### config.mk
export PLATFORM = sky130hd
export DESIGN_NAME = ysyx_24100005_mem_arbiter
export DESIGN_NICKNAME = d
export VERILOG_FILES = /design/src/rtl/ysyx_24100005_mem_arbiter.sv
export SDC_FILE = /design/constraint.sdc
export NUM_CORES = 1
export LEC_CHECK = 0
export ABC_CLOCK_PERIOD_IN_PS = 3300
export BUFFER_PORTS_ARGS = -buffer_cell sky130_fd_sc_hd__buf_2
export CAP_MARGIN = 20
export CELL_PAD_IN_SITES_DETAIL_PLACEMENT = 2
export CELL_PAD_IN_SITES_GLOBAL_PLACEMENT = 2
export CORE_MARGIN = 2
export CORE_UTILIZATION = 27
export DETAILED_ROUTE_END_ITERATION = 10
export GPL_TIMING_DRIVEN = 0
export HOLD_SLACK_MARGIN = 0.15
export PLACE_DENSITY_LB_ADDON = 0.1
export SLEW_MARGIN = 20
export SYNTH_ARGS = -nofsm -noshare
export SYNTH_HDL_FRONTEND = slang
export SYNTH_SLANG_ARGS = --single-unit
### constraint.sdc
create_clock -name clk -period 3.3 [get_ports clk]
set_input_delay 0.825 -clock clk [delete_from_list [all_inputs] [get_ports clk]]
set_output_delay 0.825 -clock clk [all_outputs]
set_load 0.01 [all_outputs]
### src/rtl/ysyx_24100005_mem_arbiter.sv
// ysyx_24100005_mem_arbiter: two-requester (IFU fetch / LSU load-store) arbiter
// onto one shared memory port, one transaction outstanding at a time.
// FSM: IDLE -> REQ -> WAIT -> RESP -> IDLE, with a per-phase timeout that
// completes the transaction with err=1 and rdata=0.
// Optional feature: define YSYX_24100005_ARB_RR_EN to break IDLE ties
// round-robin. Without it, the LSU always wins ties.
module ysyx_24100005_mem_arbiter #(
  parameter int unsigned TIMEOUT = 255
) (
  input  logic        clk,
  input  logic        rst,
  // fetch request / response
  input  logic        ifu_req_valid,
  input  logic [31:0] ifu_addr,
  output logic        ifu_req_ready,
  output logic        ifu_resp_valid,
  output logic [31:0] ifu_rdata,
  output logic        ifu_resp_err,
  // load/store request / response
  input  logic        lsu_req_valid,
  input  logic [31:0] lsu_addr,
  input  logic        lsu_wen,
  input  logic [31:0] lsu_wdata,
  input  logic [7:0]  lsu_wmask,
  output logic        lsu_req_ready,
  output logic        lsu_resp_valid,
  output logic [31:0] lsu_rdata,
  output logic        lsu_resp_err,
  // shared memory port
  output logic        mem_req_valid,
  output logic [31:0] mem_addr,
  output logic        mem_wen,
  output logic [31:0] mem_wdata,
  output logic [7:0]  mem_wmask,
  input  logic        mem_req_ready,
  input  logic        mem_resp_valid,
  input  logic [31:0] mem_rdata
);

  typedef enum logic [1:0] {S_IDLE, S_REQ, S_WAIT, S_RESP} state_e;

  // Counter value in the last allowed cycle of a REQ/WAIT phase; the phase
  // times out when the counter would reach TIMEOUT.
  localparam logic [15:0] CNT_LAST = 16'(TIMEOUT - 1);

  state_e      state_q, state_d;
  logic [31:0] addr_q, addr_d;
  logic        wen_q, wen_d;
  logic [31:0] wdata_q, wdata_d;
  logic [7:0]  wmask_q, wmask_d;
  logic [31:0] rdata_q, rdata_d;
  logic        err_q, err_d;
  logic        owner_q, owner_d;   // 1 = LSU owns the transaction, 0 = IFU
  logic [15:0] cnt_q, cnt_d;

  logic grant_lsu;
  logic in_idle;
  logic accept_lsu;
  logic accept_ifu;
  logic resp_go;

`ifdef YSYX_24100005_ARB_RR_EN
  logic last_lsu_q, last_lsu_d;    // 1 = LSU was granted last

  // Tie goes to whichever requester was not granted last
  always_comb grant_lsu = lsu_req_valid & (~ifu_req_valid | ~last_lsu_q);
`else
  // Fixed priority: LSU wins whenever it is valid
  always_comb grant_lsu = lsu_req_valid;
`endif

  // Ready is gated by rst so nothing is offered while reset is held
  assign in_idle       = (state_q == S_IDLE) & ~rst;
  assign lsu_req_ready = in_idle & grant_lsu;
  assign ifu_req_ready = in_idle & ~grant_lsu & ifu_req_valid;
  assign accept_lsu    = lsu_req_valid & lsu_req_ready;
  assign accept_ifu    = ifu_req_valid & ifu_req_ready;

  // Next-state and capture logic for the transaction FSM
  always_comb begin
    state_d = state_q;
    addr_d  = addr_q;
    wen_d   = wen_q;
    wdata_d = wdata_q;
    wmask_d = wmask_q;
    rdata_d = rdata_q;
    err_d   = err_q;
    owner_d = owner_q;
    cnt_d   = cnt_q;
`ifdef YSYX_24100005_ARB_RR_EN
    last_lsu_d = last_lsu_q;
`endif
    case (state_q)
      S_IDLE: begin
        if (accept_lsu) begin
          addr_d  = lsu_addr;
          wen_d   = lsu_wen;
          wdata_d = lsu_wdata;
          wmask_d = lsu_wmask;
          owner_d = 1'b1;
          rdata_d = 32'h0;
          err_d   = 1'b0;
          cnt_d   = 16'h0;
          state_d = S_REQ;
`ifdef YSYX_24100005_ARB_RR_EN
          last_lsu_d = 1'b1;
`endif
        end else if (accept_ifu) begin
          addr_d  = ifu_addr;
          wen_d   = 1'b0;
          wdata_d = 32'h0;
          wmask_d = 8'h0;
          owner_d = 1'b0;
          rdata_d = 32'h0;
          err_d   = 1'b0;
          cnt_d   = 16'h0;
          state_d = S_REQ;
`ifdef YSYX_24100005_ARB_RR_EN
          last_lsu_d = 1'b0;
`endif
        end
      end
      S_REQ: begin
        // A handshake in the timeout cycle still counts as normal progress
        if (mem_req_ready) begin
          cnt_d   = 16'h0;
          state_d = S_WAIT;
        end else if (cnt_q == CNT_LAST) begin
          rdata_d = 32'h0;
          err_d   = 1'b1;
          state_d = S_RESP;
        end else begin
          cnt_d = cnt_q + 16'd1;
        end
      end
      S_WAIT: begin
        // Writes also wait here for their completion beat
        if (mem_resp_valid) begin
          rdata_d = mem_rdata;
          err_d   = 1'b0;
          state_d = S_RESP;
        end else if (cnt_q == CNT_LAST) begin
          rdata_d = 32'h0;
          err_d   = 1'b1;
          state_d = S_RESP;
        end else begin
          cnt_d = cnt_q + 16'd1;
        end
      end
      default: state_d = S_IDLE;   // S_RESP: single response cycle
    endcase
  end

  // State and capture registers; synchronous reset abandons any transaction
  always_ff @(posedge clk) begin
    if (rst) begin
      state_q <= S_IDLE;
      addr_q  <= 32'h0;
      wen_q   <= 1'b0;
      wdata_q <= 32'h0;
      wmask_q <= 8'h0;
      rdata_q <= 32'h0;
      err_q   <= 1'b0;
      owner_q <= 1'b0;
      cnt_q   <= 16'h0;
`ifdef YSYX_24100005_ARB_RR_EN
      last_lsu_q <= 1'b0;   // pointer at IFU so the LSU wins the first tie
`endif
    end else begin
      state_q <= state_d;
      addr_q  <= addr_d;
      wen_q   <= wen_d;
      wdata_q <= wdata_d;
      wmask_q <= wmask_d;
      rdata_q <= rdata_d;
      err_q   <= err_d;
      owner_q <= owner_d;
      cnt_q   <= cnt_d;
`ifdef YSYX_24100005_ARB_RR_EN
      last_lsu_q <= last_lsu_d;
`endif
    end
  end

  // Memory request port is driven from the captured registers, zero when idle
  assign mem_req_valid = (state_q == S_REQ) & ~rst;
  assign mem_addr      = mem_req_valid ? addr_q  : 32'h0;
  assign mem_wen       = mem_req_valid & wen_q;
  assign mem_wdata     = mem_req_valid ? wdata_q : 32'h0;
  assign mem_wmask     = mem_req_valid ? wmask_q : 8'h0;

  // Response goes only to the owner, and only for the single RESP cycle
  assign resp_go        = (state_q == S_RESP) & ~rst;
  assign lsu_resp_valid = resp_go & owner_q;
  assign ifu_resp_valid = resp_go & ~owner_q;
  assign lsu_rdata      = lsu_resp_valid ? rdata_q : 32'h0;
  assign ifu_rdata      = ifu_resp_valid ? rdata_q : 32'h0;
  assign lsu_resp_err   = lsu_resp_valid & err_q;
  assign ifu_resp_err   = ifu_resp_valid & err_q;

endmodule

* Yosys cells after proc, flatten, opt, wreduce, memory -nomap -nowiden *
Cells that the tools add are included.

storage, ports and cells
  register bits after elaboration = 125
  input bits = 143
  logic and storage cells = 75
  output and inout port bits = 144

cells by class
  bitwise gates (word level) = 16
  equality and inequality tests = 7
  add/subtract/negate cells = 1
  reductions and logical operators = 6
  mux-type cells = 36

operators by type and width
  kind                                                              number
  32-bit two-way mux                                                12
  32-bit case mux with 3 select lines                               1
  16-bit two-way mux                                                5
  16-bit case mux with 3 select lines                               1
  8-bit two-way mux                                                 3
  16-bit by 1-bit adder with 16-bit output, second input constant   1
  16-bit by 8-bit == test with 1-bit output, second input constant  1
  1-bit AND                                                         13
  2-bit two-way mux                                                 5
  1-bit two-way mux                                                 7
  2-bit case mux with 3 select lines                                1
  3-bit AND reduction                                               2
  2-bit == test, second input constant                              2
  2-bit != test, second input constant                              2
  3-bit != test, second input constant                              1
  1-bit NOT                                                         3
  1-bit case mux with 3 select lines                                1
  3-bit nonzero test                                                1
  2-bit by 1-bit == test with 1-bit output, second input constant   1
  2-bit logical NOT                                                 1
  2-bit AND reduction                                               1
  2-bit nonzero test                                                1

* Longest topological paths before layout *
Gate-level depths: netlist (run 1).

  word-level depth = 8
  mapped depth = 10
  mapped depth without buffers = 7

* Least setup slack after synthesis (run 1) *
No wires, ideal clock.

  path type = input -> output
  from = input rst
  to = output ifu_rdata[22]
  data required time = 2475 ps
  stages on the path = 4
  slack = 567 ps
  data arrival time = 1908 ps
  buffers on the path = 2
  cell sequence = clkbuf_1 nor3b_1 clkbuf_1 and2_1

between the ends
  cells in the longest elaborated chain, start to end = 4

RTL lines
  item                RTL line  RTL
  from (decl)         11        input logic rst,
  1-bit NOT           193       assign resp_go = (state_q == S_RESP) & ~rst;
  1-bit AND           193
  1-bit AND           195       assign ifu_resp_valid = resp_go & ~owner_q;
  net ifu_resp_valid  16        output logic ifu_resp_valid,
  32-bit two-way mux  197       assign ifu_rdata = ifu_resp_valid ? rdata_q : 32'h0;
  to (decl)           17        output logic [31:0] ifu_rdata,

The timed path passes the listed nets, and every way through them passes these cells.

* Worst setup path in the final report (run 1) *
  from = input rst
  to = output lsu_rdata[18]

between the ends
  cells in the longest elaborated chain, start to end = 4

RTL lines
  item                RTL line  RTL
  1-bit NOT           193
  1-bit AND           193
  1-bit AND           194       assign lsu_resp_valid = resp_go & owner_q;
  32-bit two-way mux  196       assign lsu_rdata = lsu_resp_valid ? rdata_q : 32'h0;
  to (decl)           27        output logic [31:0] lsu_rdata,

No other way between the ends.

==> results.yml, run 1 <==
clock_network:
  cts.reportedPaths.clkPinSlew_ps: 60
  numCtsBuffers: 17
  cts_buffer_depth: 2
  insertion_delay_ps: 420
  cts-root-buf: "clkbuf_16"
  cts.sinks: 125
  cts_hold_buffers: 0
  h-tree-depth: 4
  cts_tree: "yes"
routing:
  drtIter0Drc: 219
  wl_per_cell_um: 18.2
  dr.pass1.iters: 4
  routed_wl_um: 23600
  ant_nets: 0
  via_count: 6239
  drc: 0
  vias_per_cell: 4.83
die:
  initial_core_util: 0.277
  core_sq_mm: 0.0212
  pin_count: 287
  die_y_um: 151
  rows: 53
  dieArea_sq_mm: 0.0229
  die-width_um: 151
yosys:
  synth_edf_count: 0
  syn_inst: 696
  ys_ff_latch: 125
  synth_warnings: 0
  synth_nets: 846
  syn_area_sq_mm: 0.00585
  ys.flop_type: "dfxtp_1"
  seq_area_frac_synth: 0.428
  avgSynthCellArea_sq_um: 8.41
  synth_cell_types: 46
  async_flop_share: 0
worst_setup_path:
  cp_data_required_time_ps: 2470
  worstSetupPathType: "in2out"
  critPathLaunchType: "primary input"
  cp.arrival_ps: 2300
  cp-end-kind: "output pin"
  worst-path-max-fanout: 10
final_layout:
  area_growth_pct: 40.7
  design_area_sq_mm: 0.00824
  nets: 1152
  drive_above_1_share: 0.355
  finalNonFillerCells: 1293
  post-route-util: 0.389
  final.fill_count: 2535
sta:
  tightest_slew_ps: 618
  slew_viol_final: 0
  holdWs_ps: 482
  fmax_mhz: 320
  relSlewSlack: 0.586
  final-hold-violation-count: 0
  layout_setup_ws_ps: 172
  rsz0062_at_grt: "false"
  fin_skew_ps: 10.4
  finalCriticalPeriod_ps: 3130
  period_share: 0.948
  setup_viol: 0
global_routing:
  antenna_found_initial: 8
  grt_pass1_vias: 6368
  grt_max_degree: 17
  grt_pass1_wl_um: 35600
  grtUsageTotal: 0.201
  grt_overflow: 0
placed_design:
  dp.cells: 1257
  dpl_cell_area_sq_mm: 0.00763
  dp_hpwl_um: 18000
  portBuffers: 286
  place.gp.congestion: 0.733
  dp_slack_ps: -420
run:
  cap_violations: 0
power_and_ir_drop:
  power_density_mw_per_mm2: 470
  leakagePower_nw: 3.97
  max-vdd-ir-drop_mv: 0.329
outcome:
  status: "completed"
hold_path:
  holdCritPathClass: "reg2reg"
==> worst max-delay path, cell delays in order <==
cell	delay, ps
buf_2	140
clkbuf_2	250
and3b_1	420
clkbuf_1	330
and2_1	190
buf_2	130
==> metal layers <==
layer / up-vias / global-route usage / part of all wire
li1: 3030 / - / -
met5: - / 0 / 0.0022
met3: 30 / 0.0581 / 0.072
met4: 8 / 0.0626 / 0.016
met1: 2984 / 0.246 / 0.43
met2: 187 / 0.340 / 0.48
==> layout by cell type, fill, tap and decap left out, drive strengths merged, types with 4 or more instances in the layout <==
| cell type | n |
|---|---|
| nand4 | 4 |
| o211ai | 8 |
| nand2 | 79 |
| ha | 7 |
| clkinv | 6 |
| nor4 | 7 |
| a311oi | 32 |
| a22oi | 42 |
| o21ai | 4 |
| xnor2 | 7 |
| dfxtp | 125 |
| nand3 | 7 |
| a22o | 32 |
| nor2 | 88 |
| a21oi | 9 |
| clkbuf | 52 |
| buf | 309 |
| and2 | 139 |
| inv | 13 |
| nor2b | 4 |
==> cell usage after synthesis (all sizes together) (3+ instances only) <==
library cell	instances	area (sq um)
nand3	7	35.0
nand4	4	25.0
a22o	32	280
o211ai	8	60.1
buf	23	118
nor4	7	43.8
clkbuf	34	128
o21a	3	22.5
inv	6	22.5
a22oi	42	315
nor2b	4	25.0
xnor2	7	61.3
and3b	3	26.3
ha	7	87.6
o21ai	4	20.0
nor3	3	15.0
nor2	88	333
dfxtp	125	2500
or4	3	22.5
and2	139	870
a31oi	3	18.8
a21oi	9	48.8
and3	3	18.8
a311oi	32	280
nand2	79	297
==> state kept, by name (all words and copies together), names as in the netlist <==
signal,count
addr_q,32
err_q,1
cnt_q,16
wdata_q,32
owner_q,1
wen_q,1
wmask_q,8
state_q,2
rdata_q,32
==> final timing paths <==
check,startpoint,cells after the start,slack [ps],to
setup / recovery,rst,6,170,lsu_rdata[18]
hold / removal,rdata_q[9]$_SDFFE_PP0P_,1,480,rdata_q[9]$_SDFFE_PP0P_
setup reg to reg,state_q[0]$_SDFFE_PP0P_,9,1020,addr_q[6]$_SDFFE_PP0P_
hold reg to reg,rdata_q[9]$_SDFFE_PP0P_,1,480,rdata_q[9]$_SDFFE_PP0P_
==> layout make-up <==
| class | count | area (sq um) | area share |
|---|---|---|---|
| multi-input combinational | 508 | 3100 | 0.376 |
| clock buffer | 17 | 425 | 0.0516 |
| timing repair buffer | 287 | 1440 | 0.175 |
| clock inverter | 15 | 131 | 0.0160 |
| buffer | 57 | 265 | 0.0322 |
| tap | 275 | 344 | 0.0418 |
| antenna | 3 | 7.51 | 0.000911 |
| inverter | 6 | 22.5 | 0.00273 |
| sequential | 125 | 2500 | 0.304 |
==> cells by family after synthesis <==
group	after synthesis	synth area share
simple gates	349	0.304
flops	125	0.428
buf+inv	63	0.0457
fa+ha+maj	7	0.0150
compound gates	143	0.194
xor+xnor	9	0.0135
==> power by group <==
group          leakage (nW)  switching, mW  internal, mW
Combinational          2.68          0.283         0.190
Clock                 0.270          0.794         0.985
Sequential             1.02         0.0377          1.58
==> per-stage QoR <==
stage / power [mW] / TNS [ps]
3_5_place_dp: 2.12 / -10890
5_1_grt: 4.06 / 0
3_3_place_gp: 2.11 / -10180
2_1_floorplan: 1.90 / 0
6_report: 3.87 / 0
4_1_cts: 3.92 / 0
==> timing repair <==
item                                    in CTS  in global routing
hold endpoints to repair                     0                  0
pin swaps                                    1                  0
endpoints found under the setup margin      96                 60
buffers inserted                             1                  0
gates resized for setup                      7                 18
Power figures use the tool's default switching activity.
==> run 2, diff against run 1 <==
==> constraint.sdc (replaced) <==
create_clock -name clk -period 3.3 [get_ports clk]
set_input_delay 0.66 -clock clk [delete_from_list [all_inputs] [get_ports clk]]
set_output_delay 0.66 -clock clk [all_outputs]
set_load 0.01 [all_outputs]
==> run 2 against run 1 <==
  * Worst setup slack improved by 84 ps
  * Sequential share of layout area rose by 0.072 points
  * Critical path type is now reg2out
  * Sequential power is essentially flat
  * Cell count did not move
  * Sequential cell count unchanged
  * Non-clock buffer count decreased by 1
  * Die area is the same
  * Routed wire length is essentially flat
  * Critical path depth up 3
  * Total power is essentially flat
  * Largest power group unchanged
  * First-iteration DRC count increased by 4.6%
  * Fmax rose by 2.8%
==> results.yml, run 2 (same netlist as run 1, synthesis figures left out) <==
outcome:
  status: "completed"
die:
  initial_core_util: 0.277
  pin_count: 287
  rows: 53
  dieArea_sq_mm: 0.0229
  die_y_um: 151
  die-width_um: 151
  core_sq_mm: 0.0212
sta:
  finalCriticalPeriod_ps: 3040
  layout_setup_ws_ps: 256
  relSlewSlack: 0.577
  final-hold-violation-count: 0
  fmax_mhz: 329
  slew_viol_final: 0
  tightest_slew_ps: 635
  rsz0062_at_grt: "false"
  setup_viol: 0
  fin_skew_ps: 10.7
  period_share: 0.922
global_routing:
  grt_overflow: 0
  grtUsageTotal: 0.200
  grt_pass1_wl_um: 35500
  antenna_found_initial: 8
  grt_pass1_vias: 6354
  grt_max_degree: 17
clock_network:
  insertion_delay_ps: 420
  numCtsBuffers: 17
  post_cts_buffers: 0
  h-tree-depth: 4
  cts.sinks: 125
  cts.reportedPaths.clkPinSlew_ps: 60
  cts_buffer_depth: 2
  cts_tree: "yes"
  cts-root-buf: "clkbuf_16"
worst_setup_path:
  r2r_end: "cnt_q[6]$_SDFFE_PP0P_"
  worstSetupPathType: "reg2out"
  reg2reg_depth: 8
  worst-path-max-fanout: 10
  r2r_setup_slack_ps: 940
  r2r-start: "state_q[0]$_SDFFE_PP0P_"
  cp.arrival_ps: 2380
  cp_data_required_time_ps: 2640
  cp-end-kind: "output pin"
  critPathLaunchType: "flip-flop"
hold_path:
  holdCritPathClass: "in2reg"
  min_to: "rdata_q[20]$_SDFFE_PP0P_"
  min_path_cells: 2
  min_from: "mem_rdata[20]"
routing:
  wl_per_cell_um: 18.2
  dr.pass1.iters: 4
  drc: 0
  drtIter0Drc: 229
  vias_per_cell: 4.82
  ant_nets: 0
  via_count: 6231
  routed_wl_um: 23600
final_layout:
  nets: 1151
  area_growth_pct: 40.3
  final_common_cell: "buf_2"
  post-route-util: 0.388
  largestRegisters: "addr_q: 32 flops, rdata_q: 32 flops, wdata_q: 32 flops"
  layout_common_cells: "300 x buf_2, 139 x and2_1, 125 x dfxtp_1, 87 x nor2_1, 78 x nand2_1"
  drive_above_1_share: 0.343
power_and_ir_drop:
  power_density_mw_per_mm2: 471
  max-vdd-ir-drop_mv: 0.316
  leakagePower_nw: 3.93
run:
  cap_violations: 0
placed_design:
  dp_hpwl_um: 18000
  portBuffers: 286
  dp_slack_ps: -90.1
  place.gp.congestion: 0.733
[run 2: cell count changes in the layout (fill, tap and decap cells not counted)]
cell / delta
buf_2: +1
buf_4: -3
clkbuf_1: +9
clkbuf_2: -9
clkbuf_4: +1
dfxtp_1: +2
dfxtp_2: -2
diode_2: +1
nor3b_2: +1
nor3b_4: -1
[run 2: worst max-delay path, stage by stage (launching register included)]
cell	delay, ps
dfxtp_1	430
inv_1	100
ha_1	240
buf_2	190
and2b_1	220
nand2_2	140
inv_1	70
clkbuf_4	200
clkbuf_4	210
buf_2	160
[run 2: repair_timing]
item	4_1_cts	5_1_grt
gates resized for setup	1	5
setup endpoints to repair	29	61
endpoints found under the hold margin	0	0
hold buffers	0	0
[run 2: report_power, final]
group | switching [mW] | internal [mW] | leakage, nW | total, mW
combinational | 0.282 | 0.187 | 2.64 | 0.469
sequential | 0.0370 | 1.58 | 1.02 | 1.62
clock | 0.795 | 0.985 | 0.270 | 1.78
[run 2: metrics by stage]
| stage | hold slack, ps | cells | total power [mW] | cell area (sq um) | TNS (ps) |
|---|---|---|---|---|---|
| after floorplan | 448 | 696 | 1.90 | 5850 | 0 |
| final | 455 | 1293 | 3.87 | 8210 | 0 |
| after global placement | 465 | 1257 | 2.11 | 7630 | -335 |
| after CTS | 440 | 1289 | 3.92 | 8190 | 0 |
| after global routing | 446 | 1291 | 4.06 | 8200 | 0 |
| after detailed placement | 466 | 1257 | 2.12 | 7630 | -932 |
[run 2: worst max-delay path by stage]
stage | start | end | slack, ps | depth (start not counted)
finish | state_q[0]$_SDFFE_PP0P_ | lsu_req_ready | 260 | 9
global route | state_q[1]$_SDFFE_PP0P_ | lsu_req_ready | 70 | 9
CTS | state_q[1]$_SDFFE_PP0P_ | mem_addr[12] | 6 | 7
detailed placement | rst | ifu_rdata[22] | -90 | 6
global placement | rst | ifu_rdata[22] | -50 | 6
floorplan | rst | ifu_rdata[22] | 900 | 4
[run 2: final cells by class]
type / instances / area [sq um]
flip-flops and latches: 125 / 2500
well taps: 275 / 344
diodes: 4 / 10.0
multi-input cells: 508 / 3090
inverters: 6 / 22.5
fillers: 2535 / 12900
plain buffers: 57 / 251
clock buffers: 17 / 425
repair buffers: 286 / 1430
clock inverters: 15 / 131
[run 2: layer usage]
metal / global-route usage / up-vias / wire length (um)
li1: - / 3030 / -
met5: 0 / - / 52
met2: 0.339 / 183 / 11300
met3: 0.0581 / 30 / 1650
met1: 0.245 / 2980 / 10200
met4: 0.0626 / 8 / 370
==> run 3, diff against run 2 <==
--- a/config.mk
+++ b/config.mk
@@ -9,3 +9,3 @@
 export BUFFER_PORTS_ARGS = -buffer_cell sky130_fd_sc_hd__buf_2
-export CAP_MARGIN = 20
+export CAP_MARGIN = 10
 export CELL_PAD_IN_SITES_DETAIL_PLACEMENT = 2
@@ -22 +22,2 @@
 export SYNTH_SLANG_ARGS = --single-unit
+export TNS_END_PERCENT = 30
==> constraint.sdc (replaced) <==
create_clock -name clk -period 3.3 [get_ports clk]
set_input_delay 0.165 -clock clk [delete_from_list [all_inputs] [get_ports clk]]
set_output_delay 0.165 -clock clk [all_outputs]
set_load 0.01 [all_outputs]
==> run 3 against run 2 <==
  * Sequential cell count unchanged
  * Worst hold slack worse by 270 ps
  * Fmax increased by 1.7%
  * Clock-buffer cell count unchanged
  * Via count is 11% higher
  * Worst setup slack gained 50 ps
  * Non-clock buffer count up 139
  * Register-to-register slack got worse by 630 ps
  * Clock power about the same
  * Critical path depth up 2
==> results.yml, run 3 (same netlist as run 1, synthesis figures left out) <==
placed_design:
  dp_hpwl_um: 18000
  portBuffers: 286
  place.gp.congestion: 0.733
  dpl_cell_area_sq_mm: 0.00763
final_layout:
  multi_input_area_sq_mm: 0.00308
  design_area_sq_mm: 0.00958
  nets: 1290
  regArea_sq_mm: 0.00250
  final.fill_count: 2395
  final_common_cell: "buf_2"
  area_growth_pct: 63.7
  largestRegisters: "addr_q: 32 flops, rdata_q: 32 flops, wdata_q: 32 flops"
  layout_common_cells: "302 x buf_2, 139 x and2_1, 139 x dlygate4sd3_1, 125 x dfxtp_1, 87 x nor2_1"
  drive_above_1_share: 0.299
worst_setup_path:
  cp.arrival_ps: 3350
  worstSetupPathType: "reg2reg"
  cp_data_required_time_ps: 3650
  cp-end-kind: "flip-flop"
  critPathLaunchType: "flip-flop"
  worst-path-max-fanout: 10
sta:
  tightest_slew_ps: 872
  setup_tns_ps: 0
  setup_viol: 0
  finalCriticalPeriod_ps: 2990
  fin_skew_ps: 14.1
  period_share: 0.907
  relSlewSlack: 0.418
  slew_viol_final: 0
  rsz0062_at_grt: "false"
  final-hold-violation-count: 0
  fmax_mhz: 334
routing:
  wl_met1_um: 11500
  wl_met3_um: 1660
  top_layer_used: "met5"
  vias_per_cell: 4.85
  dr.pass1.iters: 4
  drtIter0Drc: 219
  ant_nets: 0
  wl_met2_um: 14600
  routed_wl_um: 28300
  wl_per_cell_um: 19.8
  via_count: 6934
  drc: 0
die:
  initial_core_util: 0.277
  rows: 53
  die-width_um: 151
  core_sq_mm: 0.0212
  pin_count: 287
  dieArea_sq_mm: 0.0229
  die_y_um: 151
power_and_ir_drop:
  clockPowerShare: 0.442
  p_int_mw: 2.88
  leakagePower_nw: 4.56
  p_switching_mw: 1.19
  pwr-share-seq: 0.398
  max-vdd-ir-drop_mv: 0.337
  power_density_mw_per_mm2: 425
  combPwrFrac: 0.160
  swShare: 0.293
clock_network:
  cts.reportedPaths.clkPinSlew_ps: 70
  cts-root-buf: "clkbuf_16"
  post_cts_buffers: 0
  cts.sinks: 125
  h-tree-depth: 4
  cts_tree: "yes"
  numCtsBuffers: 17
  insertion_delay_ps: 430
  ctsResizeCount: 0
  cts_buffer_depth: 2
global_routing:
  grtUsageTotal: 0.242
  grt_pass1_vias: 7669
  antenna_found_initial: 5
  grt_pass1_wl_um: 42900
  grt_overflow: 0
  grt_max_degree: 17
hold_path:
  holdCritPathClass: "in2reg"
outcome:
  status: "completed"
run:
  cap_violations: 0
run 3: changes by cell type in the layout (fill, tap and decap cells not counted), sizes merged:
cell | before | now
dlygate4sd3 | 0 | 139
buf | 307 | 309
clkbuf | 53 | 51
diode | 4 | 3
run 3: stage by stage:
stage          hold WS, ps  power, mW  setup WS (ps)  std cells  utilization
6_report               188       4.08            306       1431        0.453
5_1_grt                203       4.26           13.9       1430        0.453
4_1_cts                182       4.08            385       1428        0.453
3_5_place_dp           385       2.12            900       1257        0.361
3_3_place_gp           382       2.11            937       1257        0.361
2_1_floorplan          298       1.90           1330        696            -
run 3: critical path, cell delays in order (launching register included):
cell           delay (ps)
dfxtp_1               370
inv_1                 110
ha_1                  190
buf_2                 240
and2b_1               200
nand2_1               170
inv_1                 110
buf_2                 250
buf_2                 280
nand2_1                90
a311oi_1              290
dlygate4sd3_1         630
run 3: final cells by class:
class | count | share of cell area
inverters | 6 | 0.00235
flip-flops and latches | 125 | 0.261
plain buffers | 57 | 0.0256
repair buffers | 425 | 0.295
well taps | 275 | 0.0359
clock inverters | 15 | 0.0137
multi-input cells | 508 | 0.322
diodes | 3 | 0.000783
clock buffers | 17 | 0.0444
run 3: worst paths after layout:
| path | start | end | slack, ps | cells after the start |
|---|---|---|---|---|
| setup / recovery | state_q[0]$_SDFFE_PP0P_ | addr_q[6]$_SDFFE_PP0P_ | 310 | 11 |
| hold / removal | mem_req_ready | err_q$_SDFFE_PP0P_ | 190 | 4 |
| setup reg to reg | state_q[0]$_SDFFE_PP0P_ | addr_q[6]$_SDFFE_PP0P_ | 310 | 11 |
| hold reg to reg | rdata_q[6]$_SDFFE_PP0P_ | rdata_q[6]$_SDFFE_PP0P_ | 490 | 1 |
run 3: power groups by stage:
stage | clock network (mW) | registers [mW] | logic [mW]
2_1_floorplan | 0 | 1.64 | 0.269
3_3_place_gp | 0 | 1.65 | 0.462
3_5_place_dp | 0 | 1.65 | 0.471
4_1_cts | 1.83 | 1.62 | 0.635
5_1_grt | 1.91 | 1.63 | 0.719
6_report | 1.80 | 1.62 | 0.654
run 3: routing by layer:
| metal | vias up | global-route usage |
|---|---|---|
| met5 | - | 0 |
| met4 | 4 | 0.0748 |
| met3 | 40 | 0.0563 |
| met2 | 220 | 0.443 |
| met1 | 3372 | 0.279 |
| li1 | 3298 | - |
run 3: what timing repair did:
action                                 4_1_cts  5_1_grt
setup endpoints to repair                    0        0
endpoints found under the hold margin      106        0
hold buffers                               139        0
